### src/rtl/histogram_reader.sv
// histogram_reader: sweeps the histogram RAM bins 0..LAST_BIN through its single
// synchronous port. Each (bin, count) pair goes out on a valid/ready stream. In
// clear mode, each bin is written to zero after it is read. The peak bin of the
// sweep is tracked and held until the next sweep starts.
module histogram_reader #(
    parameter int ADDR_W   = 7,
    parameter int DATA_W   = 7,
    parameter int LAST_BIN = 127
) (
    input  logic              CLK,
    input  logic              RST,
    input  logic              start,
    input  logic              clear_after_read,
    output logic              busy,
    output logic              done,
    output logic [ADDR_W-1:0] mem_addr,
    output logic [DATA_W-1:0] mem_wdata,
    output logic              mem_wren,
    input  logic [DATA_W-1:0] mem_rdata,
    output logic [ADDR_W-1:0] out_bin,
    output logic [DATA_W-1:0] out_count,
    output logic              out_valid,
    input  logic              out_ready,
    output logic [ADDR_W-1:0] peak_bin,
    output logic [DATA_W-1:0] peak_count
);

    typedef enum logic [2:0] {
        IDLE,
        RD,
        LAT,
        OUT,
        CLR,
        DONE
    } state_t;

    localparam logic [ADDR_W-1:0] LAST_ADDR = ADDR_W'(LAST_BIN);

    state_t            state;
    logic [ADDR_W-1:0] addr;
    logic              clr_mode;
    logic              at_last;
    logic [ADDR_W-1:0] addr_next;

    // Clear data is constant: the only write this block ever issues is a zero.
    assign mem_wdata = '0;

    // Advance-step helpers: the last-bin test is made before incrementing, so the address never wraps.
    always_comb begin
        at_last   = (addr == LAST_ADDR);
        addr_next = addr + ADDR_W'(1);
    end

    // Sweep sequencer; every output is registered and changes only on a state transition.
    always_ff @(posedge CLK) begin
        if (!RST) begin
            state      <= IDLE;
            addr       <= '0;
            clr_mode   <= 1'b0;
            busy       <= 1'b0;
            done       <= 1'b0;
            mem_addr   <= '0;
            mem_wren   <= 1'b0;
            out_bin    <= '0;
            out_count  <= '0;
            out_valid  <= 1'b0;
            peak_bin   <= '0;
            peak_count <= '0;
        end else begin
            done     <= 1'b0;
            mem_wren <= 1'b0;
            case (state)
                IDLE: begin
                    if (start) begin
                        clr_mode   <= clear_after_read;
                        addr       <= '0;
                        mem_addr   <= '0;
                        peak_bin   <= '0;
                        peak_count <= '0;
                        busy       <= 1'b1;
                        state      <= RD;
                    end
                end
                RD: begin
                    // mem_addr already holds addr; the RAM returns the data next cycle.
                    state <= LAT;
                end
                LAT: begin
                    out_bin   <= addr;
                    out_count <= mem_rdata;
                    out_valid <= 1'b1;
                    // A strict compare lets the lowest bin win ties.
                    if (mem_rdata > peak_count) begin
                        peak_bin   <= addr;
                        peak_count <= mem_rdata;
                    end
                    state <= OUT;
                end
                OUT: begin
                    if (out_ready) begin
                        out_valid <= 1'b0;
                        if (clr_mode) begin
                            mem_wren <= 1'b1;
                            state    <= CLR;
                        end else if (at_last) begin
                            done  <= 1'b1;
                            state <= DONE;
                        end else begin
                            addr     <= addr_next;
                            mem_addr <= addr_next;
                            state    <= RD;
                        end
                    end
                end
                CLR: begin
                    // The write was issued on entry; from here, advance as if clear mode were off.
                    if (at_last) begin
                        done  <= 1'b1;
                        state <= DONE;
                    end else begin
                        addr     <= addr_next;
                        mem_addr <= addr_next;
                        state    <= RD;
                    end
                end
                DONE: begin
                    busy  <= 1'b0;
                    state <= IDLE;
                end
                default: begin
                    busy      <= 1'b0;
                    out_valid <= 1'b0;
                    state     <= IDLE;
                end
            endcase
        end
    end

endmodule

### config.mk
export PLATFORM = sky130hd
export DESIGN_NAME = histogram_reader
export DESIGN_NICKNAME = d
export VERILOG_FILES = /design/src/rtl/histogram_reader.sv
export SDC_FILE = /design/constraint.sdc
export NUM_CORES = 1
export LEC_CHECK = 0
export BUFFER_PORTS_ARGS = -buffer_cell sky130_fd_sc_hd__buf_2
export CORE_AREA = 2 2 82 84
export CTS_CLUSTER_DIAMETER = 200
export DETAILED_ROUTE_END_ITERATION = 7
export DIE_AREA = 0 0 84 86
export PLACE_DENSITY = 0.54
export SLEW_MARGIN = 25
export SYNTH_ARGS = -nofsm -noshare
export SYNTH_HDL_FRONTEND = slang
export SYNTH_SLANG_ARGS = --single-unit
### constraint.sdc
create_clock -name CLK -period 5.3 [get_ports CLK]
set_clock_uncertainty 0.15 [all_clocks]
set_input_delay 0.795 -clock CLK [delete_from_list [all_inputs] [get_ports CLK]]
set_output_delay 0.795 -clock CLK [all_outputs]
set_load 0.005 [all_outputs]
==> implementation parameters <==
Parameter                              Value

Logic synthesis
  Area of the mapped netlist    2155 um2
  Most area-hungry cell type in the Yosys netlist    sky130_fd_sc_hd__dfxtp_1
  Number of distinct standard cells referenced by the synthesized netlist    44
  Top_reg_cell synth    sky130_fd_sc_hd__dfxtp_1
  Post-synth EDFFs    0
  Syn Inst Count    253
  Part of the Yosys area used for sequential elements    39.95%
  Most frequent cell after synthesis    sky130_fd_sc_hd__nand2_1
  Proportion of register bits with asynchronous set or reset after synthesis    0%
  Commonest cells in the synthesized netlist    sky130_fd_sc_hd__nand2_1, sky130_fd_sc_hd__dfxtp_1, sky130_fd_sc_hd__nand3_1
  Ranking of synthesized cells by area    sky130_fd_sc_hd__dfxtp_1, sky130_fd_sc_hd__nand2_1, sky130_fd_sc_hd__mux2i_1
  Synth Area per Inst    8.516 um2
  Yosys warns    0
  Number of storage elements in the synthesis netlist    43
  Synth top area share    39.95%

Detailed routing
  Number of design-rule violations left by the first detailed-router iteration    79
  Drt pass-1 iters    4
  Number of nets with antenna violations after routing    0
  Wirelength, routed    5.166 mm
  Routed len/inst    13.89 um
  DRC violations left    0
  Detailed-route via count    1875
  Via/cell ratio    5.040

Critical path
  Launch point of the worst path    mem_rdata[6]
  CP Capture Type    flip-flop
  Critical path class    input port to flip-flop
  Worst setup SP type    input port
  Reg-to-reg startpoint    state[1]
  Arrival time at the worst endpoint    2680 ps
  Data required time at the worst endpoint    5380 ps
  CP max stage cell    sky130_fd_sc_hd__o32ai_4
  Delay contributed by the slowest stage of the critical path    820 ps
  Critical Path, Cell by Cell    buf_2 > ha_1 > and4_1 > a21boi_0 > o32ai_4 > mux2i_1
  Largest fanout on the critical path    14

Run status
  Run status    finished clean

Finish
  Number of fillers in the final layout    679
  Total area of sequential cells    860.8 um2
  Post-layout util    40.20%
  Diodes inserted    0
  Proportion of layout cells with a drive suffix above 1    22.03%
  Final layout net count    314
  Area added between synthesis and finish    17.13%
  Total area of multi-input combinational cells    1165 um2
  Non-filler instance count after layout    372

Place
  Total instance count after detailed placement    363
  Worst slack at placement    2374 ps
  Hpwl dp    3.493 mm
  Routability-driven placement congestion ratio    0.7753
  Quantity of I/O buffers inserted on ports    50

Clock tree
  TritonCTS Buffers    5
  Maximum number of buffers from clock root to sink    2
  TritonCTS clock tree    done
  Post-CTS setup repair buffer count    0
  Clock input transition at the sequential cells of the worst setup and hold paths    90 ps
  Hold-fix buffer count after cts    0
  Clock Tree Root    sky130_fd_sc_hd__clkbuf_8
  Maximum level of the CTS H-tree    2
  Number of sinks driven by the clock tree    43
  Number of gates resized after cts    0
  Insertion delay of the later-clocked pin in the worst-skew pair    310 ps

Floorplanning
  Total Die Area    7224 um2
  Area of the placeable core    6277 um2
  # IOs    58
  Die Width    84 um
  Starting density of the core    34.32%
  Cell row count    29
  Height of the chip    86 um

STA
  Final Hold Fails    0
  Total negative slack    0 ps
  Unrepaired setup endpoints after global routing    no
  Upper clock frequency limit    0.3852 GHz
  Transition time at the pin with the least slew margin    892.8 ps
  Tmin final    2596 ps
  Number of slew-limit violations in the final report    0
  Relative slew slack    40.48%
  Final Hold Slack    300.3 ps
  Setup violators final    0
  Share of the cycle needed by the critical path after routing    48.98%
  Setup WS post-layout    2704 ps

Global route
  All-layer global routing usage    14.97%
  Largest net degree at the start of global routing    63
  Vias in the first global route    1836
  Wire length of the first global-routing pass    8.783 mm
  Antenna violations before repair    0
  GRT overflow    0

Pwr
  Power density over the cells    257.8 nW/um2
  Clock power frac    33.8%
  Static leakage    1.103 nW
  Power share of the sequential group    52.2%
  Internal Power    0.4630 mW
  Net Sw Frac    28.83%
  Largest voltage drop on the vdd net    138.7 uV
  Sw power    0.1875 mW
  Combinational cell fraction of total power    14.0%

Hold path
  Worst min-delay path class    flip-flop to flip-flop
  Worst Min Path Start    out_count[3]

Flow run
  Maximum Capacitance Violations    0
==> cell families after synthesis <==
logic type | after synthesis | share of synthesized area [%]
and+or+nand+nor | 107 | 24.62
AOI/OAI and AO/OA | 48 | 16.84
DFF | 43 | 39.95
buffers and inverters | 32 | 7.259
muxes | 14 | 6.504
adders and majority gates | 8 | 4.646
other | 1 | 0.1740
==> worst max-delay path, delay by kind of cell <==
kind | cells | cell delay (ps)
simple gates | 1 | 210
fa+ha+maj | 1 | 320
buf+inv | 1 | 120
mux | 1 | 260
compound gates | 2 | 980
==> layer usage <==
layer  share of wire (%)  GRT usage, %  up-vias
li1                    -             -      956
met1                  49         18.95      868
met2                  45         24.15       47
met3                 5.4         5.197        4
met4                0.95         4.545        0
met5                   0             0        -
==> cell type report <==
| cell class | instances | area share, % |
|---|---|---|
| repair buffers | 52 | 11.01 |
| multi-input cells | 184 | 46.16 |
| well taps | 77 | 3.818 |
| clock buffers | 5 | 2.727 |
| inverters | 8 | 1.190 |
| clock inverters | 3 | 0.9916 |
| flip-flops and latches | 43 | 34.11 |
==> layout by cell type (no fill, tap or decap), types with 2 or more instances in the layout <==
cell type,n
sky130_fd_sc_hd__a21boi_0,3
sky130_fd_sc_hd__a21boi_1,14
sky130_fd_sc_hd__a21oi_1,9
sky130_fd_sc_hd__and3_1,4
sky130_fd_sc_hd__buf_2,50
sky130_fd_sc_hd__clkbuf_8,5
sky130_fd_sc_hd__clkinv_4,2
sky130_fd_sc_hd__conb_1,7
sky130_fd_sc_hd__dfxtp_1,43
sky130_fd_sc_hd__ha_1,8
sky130_fd_sc_hd__inv_1,8
sky130_fd_sc_hd__mux2i_1,14
sky130_fd_sc_hd__nand2_1,52
sky130_fd_sc_hd__nand2b_1,2
sky130_fd_sc_hd__nand3_1,19
sky130_fd_sc_hd__nand3b_1,5
sky130_fd_sc_hd__nand4_1,2
sky130_fd_sc_hd__nor2_1,6
sky130_fd_sc_hd__nor2b_1,4
sky130_fd_sc_hd__nor3_1,2
sky130_fd_sc_hd__nor3b_1,2
sky130_fd_sc_hd__o211ai_1,3
sky130_fd_sc_hd__o21ai_0,3
sky130_fd_sc_hd__o21ai_1,2
sky130_fd_sc_hd__o22ai_1,3
sky130_fd_sc_hd__or3b_1,2
==> metrics by stage <==
| stage | power [mW] | cell area, um2 |
|---|---|---|
| after floorplan | 0.4165 | 2177 |
| after global placement | 0.4366 | 2410 |
| after detailed placement | 0.4373 | 2410 |
| after CTS | 0.6567 | 2504 |
| after global routing | 0.6814 | 2524 |
| final | 0.6505 | 2524 |
==> worst paths after layout <==
path | end | slack [ps] | cells after the start
max | peak_count[2] | 2700 | 6
min | out_count[3] | 300 | 2
max reg2reg | peak_count[2] | 2870 | 4
min reg2reg | out_count[3] | 300 | 2
==> sequential cells by signal, summed over array words and instances, names as in the netlist, 3 cells and up <==
register,count
addr,7
out_bin,7
out_count,7
peak_bin,7
peak_count,7
state,3
==> power by group through the flow <==
stage / combinational, mW / sequential, mW / clock (mW)
CTS: 0.0905 / 0.340 / 0.226
finish: 0.0911 / 0.340 / 0.220
global placement: 0.0894 / 0.347 / 0
detailed placement: 0.0901 / 0.347 / 0
global route: 0.102 / 0.341 / 0.237
floorplan: 0.0723 / 0.344 / 0
Power figures use the tool's default switching activity.
